`config.mk`:
```
export PLATFORM = sky130hd
export DESIGN_NAME = pipe_scroller
export DESIGN_NICKNAME = d
export VERILOG_FILES = /design/src/rtl/flappy_pkg.sv /design/src/rtl/column_shifter.sv /design/src/rtl/pipe_scroller.sv
export SDC_FILE = /design/constraint.sdc
export NUM_CORES = 1
export LEC_CHECK = 0
export ABC_AREA = 1
export CORE_MARGIN = 1.5
export CORE_UTILIZATION = 55
export DETAILED_ROUTE_END_ITERATION = 10
export GPL_TIMING_DRIVEN = 1
export PLACE_DENSITY = 0.77
export SLEW_MARGIN = 20
export SYNTH_ARGS = -nofsm -noshare
export SYNTH_HDL_FRONTEND = slang
export SYNTH_SLANG_ARGS = --single-unit
```
`constraint.sdc`:
```
create_clock -name Clock -period 9.6 [get_ports Clock]
set_input_delay 1.92 -clock Clock [delete_from_list [all_inputs] [get_ports Clock]]
set_output_delay 1.92 -clock Clock [all_outputs]
set_load 0.01 [all_outputs]
```
`src/rtl/flappy_pkg.sv`:
```
// Shared defaults and state encoding for the flappy-style pipe field.
package flappy_pkg;
  localparam int DEF_NUM_COLS     = 16;
  localparam int ROWS             = 8;
  localparam int DEF_BIRD_COL     = 2;
  localparam int DEF_PIPE_SPACING = 4;

  typedef enum logic [1:0] {
    S_IDLE   = 2'd0,
    S_RUN    = 2'd1,
    S_FROZEN = 2'd2
  } scroll_state_e;
endpackage

```
`src/rtl/column_shifter.sv`:
```
// Field of NUM_COLS columns that shifts toward column 0; new data enters at the top column.
module column_shifter
  import flappy_pkg::*;
#(
  parameter int NUM_COLS = DEF_NUM_COLS
) (
  input  logic                     Clock,
  input  logic                     Reset,
  input  logic                     clear,
  input  logic                     shift,
  input  logic [ROWS-1:0]          din,
  output logic [NUM_COLS*ROWS-1:0] field
);
  logic [ROWS-1:0] col_q [NUM_COLS];

  for (genvar i = 0; i < NUM_COLS; i++) begin : g_col
    logic [ROWS-1:0] col_d;
    if (i == NUM_COLS - 1) begin : g_top
      assign col_d = din;
    end else begin : g_mid
      assign col_d = col_q[i+1];
    end

    always_ff @(posedge Clock) begin
      if (Reset || clear)  col_q[i] <= '0;
      else if (shift)      col_q[i] <= col_d;
    end

    assign field[i*ROWS +: ROWS] = col_q[i];
  end
endmodule

```
`src/rtl/pipe_scroller.sv`:
```
// Scroll controller: run/freeze FSM, pipe spacing counter, pass detection and field readout.
module pipe_scroller
  import flappy_pkg::*;
#(
  parameter int NUM_COLS     = DEF_NUM_COLS,
  parameter int PIPE_SPACING = DEF_PIPE_SPACING,
  parameter int BIRD_COL     = DEF_BIRD_COL,
  // One extra address bit so that out-of-range selects are expressible.
  parameter int SEL_W        = $clog2(NUM_COLS + 1)
) (
  input  logic             Clock,
  input  logic             Reset,
  input  logic             start,
  input  logic             stop,
  input  logic             tick,
  input  logic [ROWS-1:0]  pattern_in,
  output logic             pattern_en,
  input  logic [SEL_W-1:0] col_sel,
  output logic [ROWS-1:0]  col_data,
  output logic [ROWS-1:0]  bird_col_data,
  output logic             pass_pulse,
  output logic             running
);
  localparam int CNT_W = (PIPE_SPACING > 1) ? $clog2(PIPE_SPACING) : 1;
  localparam int IDX_W = (NUM_COLS > 1) ? $clog2(NUM_COLS) : 1;

  scroll_state_e           state_q;
  logic [CNT_W-1:0]        cnt_q;
  logic                    pass_q;
  logic [NUM_COLS*ROWS-1:0] field;
  logic [ROWS-1:0]         cols [NUM_COLS];

  logic enter_run, do_shift, cnt_zero;
  logic [ROWS-1:0] din;

  assign running   = (state_q == S_RUN);
  assign enter_run = (state_q != S_RUN) && start;
  // stop beats a coincident tick: nothing moves on the freezing edge.
  assign do_shift  = running && tick && !stop;
  assign cnt_zero  = (cnt_q == '0);
  assign din       = cnt_zero ? pattern_in : '0;

  always_ff @(posedge Clock) begin
    if (Reset) begin
      state_q <= S_IDLE;
      cnt_q   <= '0;
      pass_q  <= 1'b0;
    end else begin
      pass_q <= 1'b0;
      case (state_q)
        S_IDLE, S_FROZEN: begin
          if (start) begin
            state_q <= S_RUN;
            cnt_q   <= '0;
          end
        end
        S_RUN: begin
          if (stop) begin
            state_q <= S_FROZEN;
          end else if (tick) begin
            cnt_q  <= (cnt_q == CNT_W'(PIPE_SPACING - 1)) ? '0 : cnt_q + 1'b1;
            pass_q <= (cols[BIRD_COL] != '0);
          end
        end
        default: state_q <= S_IDLE;
      endcase
    end
  end

  column_shifter #(.NUM_COLS(NUM_COLS)) u_shifter (
    .Clock (Clock),
    .Reset (Reset),
    .clear (enter_run),
    .shift (do_shift),
    .din   (din),
    .field (field)
  );

  for (genvar i = 0; i < NUM_COLS; i++) begin : g_unpack
    assign cols[i] = field[i*ROWS +: ROWS];
  end

  always_comb begin
    col_data = '0;
    if (int'(col_sel) < NUM_COLS) col_data = cols[col_sel[IDX_W-1:0]];
  end

  assign bird_col_data = cols[BIRD_COL];
  assign pattern_en    = running && cnt_zero;
  assign pass_pulse    = pass_q;
endmodule

```
# Word level (Yosys, flattened, before mapping)

Memory sizes are Yosys's and may differ from the RTL's.
Cells that the tools add are included.

Bits in registers: 5
Memory bits (writable): 128
Bits of input ports: 18
Output and inout bits: 19
Logic and storage cells: 82
Memories: 1

Memories:

| name            | words | bits a word | read ports | clocked after Yosys merged registers in | wr ports | RTL line             | text |
|---|---|---|---|---|---|---|---|
| u_shifter.col_q | 16    | 8           | 16         | 0                                       | 16       | column_shifter.sv:14 | `logic [ROWS-1:0] col_q [NUM_COLS];` |

Add/subtract/negate cells: 1
Magnitude comparators: 2
Equal/unequal tests: 8
Multiplexer cells: 34
Bitwise logic cells: 19
Reductions and logical operators: 14

Operators by type and width:

| operator            | number |
|---|---|
| $mux 8              | 20 |
| $bmux 8 s4          | 1 |
| $or 1x1->1          | 16 |
| $mux 2              | 6 |
| $ne 2x2->1 const B  | 4 |
| $pmux 2 s2          | 2 |
| $reduce_bool 8->1   | 1 |
| $ge 5x5->1 const B  | 1 |
| $lt 5x5->1 const B  | 1 |
| $mux 1              | 5 |
| $not 4->5           | 1 |
| $eq 2x2->1 const B  | 2 |
| $logic_and 1x1->1   | 4 |
| $logic_not 2->1     | 2 |
| $reduce_and 4->1    | 1 |
| $reduce_or 4->1     | 1 |
| $add 2x1->2 const B | 1 |
| $eq 2x1->1 const B  | 1 |
| $ne 2x1->1 const B  | 1 |
| $not 1->1           | 2 |
| $reduce_and 2->1    | 1 |
| $reduce_bool 2->1   | 1 |
| $reduce_or 2->1     | 1 |
| $logic_not 1->1     | 1 |
| $logic_or 1x1->1    | 1 |

# Logic depth before layout (Yosys ltp)

Depth in word-level cells: 7
Mapped depth: 9
Mapped depth without buffers: 7

# By module

A second synthesis with hierarchy kept.

Cells, all modules: 830
Area, all modules: 6,965.4 sq um

Modules (own cells, without submodules):

| module         | instances | cells each | area each (sq um) |
|---|---|---|---|
| column_shifter | 1         | 402        | 5,061.1 |
| pipe_scroller  | 1         | 428        | 1,904.3 |

# Worst setup path before layout

No wires, ideal clock.

Path kind: input -> register
From: input port tick
To: memory u_shifter.col_q[0][0], enable pin
Setup time: 669 ps
Arrival time: 8,441 ps
Required time: 8,931 ps
Setup slack: 490 ps
Stages: 2
Buffers on the path: 0
Path through: nand2_4 -> o221ai_1

RTL lines:

| item            | RTL line             | text |
|---|---|---|
| start, declared | pipe_scroller.sv:15  | `input logic tick,` |
| end, declared   | column_shifter.sv:14 |  |

# Worst setup path after layout

From: input port col_sel[0]
To: output port col_data[4]

Cells in the longest elaborated chain, start to end: 5
Elaborated cells between the ends (all ways): 6
Those cells by class: order compare (1); mux (4); bitwise (1)

RTL lines:

| item                                       | RTL line            | text |
|---|---|---|
| start, declared                            | pipe_scroller.sv:18 | `input logic [SEL_W-1:0] col_sel,` |
| $not 4->5 (implied by the code)            | pipe_scroller.sv:85 | `if (int'(col_sel) < NUM_COLS) col_data = cols[col_sel[IDX_W-1:0]];` |
| $bmux 8 s4                                 | pipe_scroller.sv:85 |  |
| $mux 8 (implied by the code) (2 in series) | pipe_scroller.sv:85 |  |
| $mux 8 *                                   | pipe_scroller.sv:85 |  |
| end, declared                              | pipe_scroller.sv:19 | `output logic [ROWS-1:0] col_data,` |

Mark *: on every way between the ends. The rest lies on a longest branch, timed or not. The select of a mux whose other input is x is not followed.

==> results.md <==
* Status: completed
* Total grt overflow at 0
* Die width at between 100 and 150 microns
* Row cnt at 41
* Post-synth EDFFs at 128
* Area delta synth->final at 11.6%
* Minimum clock period at 6.51 ns
* CP dominant cell by count: nand3_1
* RSZ-0062 raised after global routing: false
* Worst-case reg-to-reg path depth at 6
* CP Max Fanout at 73
* Switching share of power at 0.238
* CORE AREA at 12800 sq um
* DP Wirelength at between 8 and 9 mm
* Most frequent cells after synthesis: inv_1, nand2_1, edfxtp_1
* First-pass GRT wire length at 23.0 mm
* Largest net degree at the start of global routing at 74
* Post-synthesis xor/xnor area fraction at 0
* Slew HR at 0.363
* Max stage delay on crit path at 0.60 ns
* Routed Antenna Nets at 0
* Pleak at about 3.2 nW
* CTS Buffer Depth at 2
* Post-Synth Adder-Cell Area at 0.00344
* Final setup viols at 0
* Final setup TNS at 0 ns
* Nets@finish at 764
* Worst-skew pair later-pin latency at 0.42 ns
* Primary FF master, synth: edfxtp_1
* Largest cells by area after synthesis: edfxtp_1, nor2_4, nand3_1
* Final Cycle Share at 0.678
* Share of the synthesized area in the top cell type at 0.528
* # port buffers at 36
* PostCTS Resize Cnt at 0
* Final Non-Filler Cells at 929
* Count of state elements after synthesis at 133
* Die Area at 13900 sq um
* CTS tree: yes
* DRT iter0 DRCs at 608
* Mux share of post-synthesis cell area at 0
* Routability cong. at roughly 0.84
* Most frequent cell after synthesis: inv_1
* Endpoints failing hold at 0
* WL/cell at between 10 and 15 microns
* Largest family of logic cells by synthesized area: simple AND/OR/NAND/NOR gates
* Cell Count Post-Placement at 896
* Initial antenna violation count at 0
* Setup bufs post-CTS at 0
* MaxCap Viol Count at 0
* Fin. max-slew vios at 0
* NetSw at 348 uW
* Combinational share of power at 0.105
* Critical path cell sequence: buf_2, buf_4, inv_2, nand2_1, nand3_1, nand3_1, nand3_1, a21oi_1, clkdlybuf4s50_1
* Actual slew at the worst max-slew pin at 0.956 ns
* Maximum VDD drop at 0.000112 V
* Clk slew on worst S/H paths at 0.05 ns
* Sequential area share after synthesis at 0.542
* N_diodes at 0
* Post-synth ARST share at 0
* Initial DRT Pass Iterations at 7
* Clock power share at 0.427
* Simple-Gate Fraction of Synth Area at 0.317
* Vias in the first global route at 4735
* Req. time, crit path at approximately 7.7 ns
* Clock Sinks at about 130
* Mapped Area at 7280 sq um
* Cell variety after synth at 23
* Boundary Pins at 37
* P_int at 1.12 mW
* # fillers at 986
* Critical path launch point type: primary input
* GRT Util Overall at 0.211
* Initial Util at 0.570
* DRC at 0
* Most area-hungry cell type in the Yosys netlist: edfxtp_1
* Final wirelength at 13.7 mm
* Root buffer cell: clkbuf_16
* Hold WS at 0.518 ns
* Clock skew at 0.00752 ns
* Via/cell ratio at 5.13
* Achievable Freq at 0.154 GHz
* Synthesized area per cell at 9.97 sq um
* Hold path depth at 2
* Post-Syn Instances at between 700 and 800
* H-tree depth at 4
* Worst Setup End Kind: output pin
* HP Class: flip-flop to flip-flop
* Detailed-route via count at approximately 4800
* Die Ht at 118 microns
* Sequential share of power at 0.468
* CP max-delay cell: inv_2
* Post-CTS Hold Fix Bufs at 0
* Syn nets at 750
* Synth Area in Compound Gates at 0.0115
* CP Data Arrival Time at 4.59 ns
* WS Path Type: primary input to output pin
* Yosys warns at 0
* Pwr/cell area at 180 nW/um^2
* Fraction of layout cells with a size suffix above 1 at 0.173
* CTS buffer count at 17
==> final cells by class <==
type,count,area (sq um),area share
flip-flops and latches,133,3940,0.485
multi-input cells,409,2440,0.300
inverters,141,537,0.0661
clock buffers,28,527,0.0648
repair buffers,42,420,0.0517
well taps,172,215,0.0265
clock inverters,4,45.0,0.00554
==> layer usage <==
metal / part of all wire / global-route usage / up-vias
met3: 0.072 / 0.0547 / 22
met1: 0.42 / 0.271 / 2229
met2: 0.49 / 0.340 / 194
li1: - / - / 2319
met4: 0.017 / 0.0884 / 0
met5: 0 / 0 / -
==> registers in the layout (all words and copies together) (netlist names) <==
register,count
u_shifter.col_q,128
state_q,2
pass_pulse,1
cnt_q,2
==> cells by family (layout without fill, tap and decap cells) <==
family	Yosys count	after routing
fa+ha+maj	2	2
compound gates	16	16
buf+inv	188	215
simple gates	391	391
flops	133	133
==> cell usage in the layout, fill, tap and decap left out, types with 2 or more instances in the layout <==
cell,n
a21oi_1,14
buf_4,5
clkbuf_1,5
clkbuf_16,17
clkbuf_8,6
clkdlybuf4s50_1,35
clkinv_2,3
dfxtp_1,5
edfxtp_1,128
ha_1,2
inv_1,138
inv_2,2
nand2_1,134
nand3_1,105
nor2_1,55
nor2_4,91
nor3_1,2
nor4_1,2
==> power by group through the flow <==
| stage | Clock, mW | Sequential, mW | Combinational, mW |
|---|---|---|---|
| 3_3_place_gp | 0 | 0.696 | 0.149 |
| 5_1_grt | 0.658 | 0.690 | 0.171 |
| 2_1_floorplan | 0 | 0.704 | 0.113 |
| 6_report | 0.626 | 0.686 | 0.154 |
| 4_1_cts | 0.632 | 0.687 | 0.154 |
| 3_5_place_dp | 0 | 0.698 | 0.152 |
==> through the flow <==
step                worst slack, ns  cell area (sq um)  utilization  total power [mW]
floorplan                     0.490               7280            -             0.817
global placement               3.16               7520        0.589             0.845
detailed placement             3.16               7520        0.589             0.851
CTS                            3.12               8100        0.634              1.47
global route                   2.85               8120        0.636              1.52
finish                         3.09               8120        0.636              1.47
==> path summary, 6_finish.rpt <==
path                                              start                                   end  slack (ns)
worst min-delay path              cnt_q[0]$_SDFFE_PP0P_                 cnt_q[0]$_SDFFE_PP0P_        0.52
worst min register to register    cnt_q[0]$_SDFFE_PP0P_                 cnt_q[0]$_SDFFE_PP0P_        0.52
worst max register to register  state_q[0]$_SDFFE_PP0P_  u_shifter.col_q[1][16]$_SDFFCE_PN0P_        6.84
worst max-delay path                         col_sel[0]                           col_data[4]        3.09
==> critical path, delay by kind of cell <==
family          cells  cell delay (ns)
compound gates      1             0.25
buf+inv             4             1.86
simple gates        4             0.52
(Power assumes the default switching activity.)
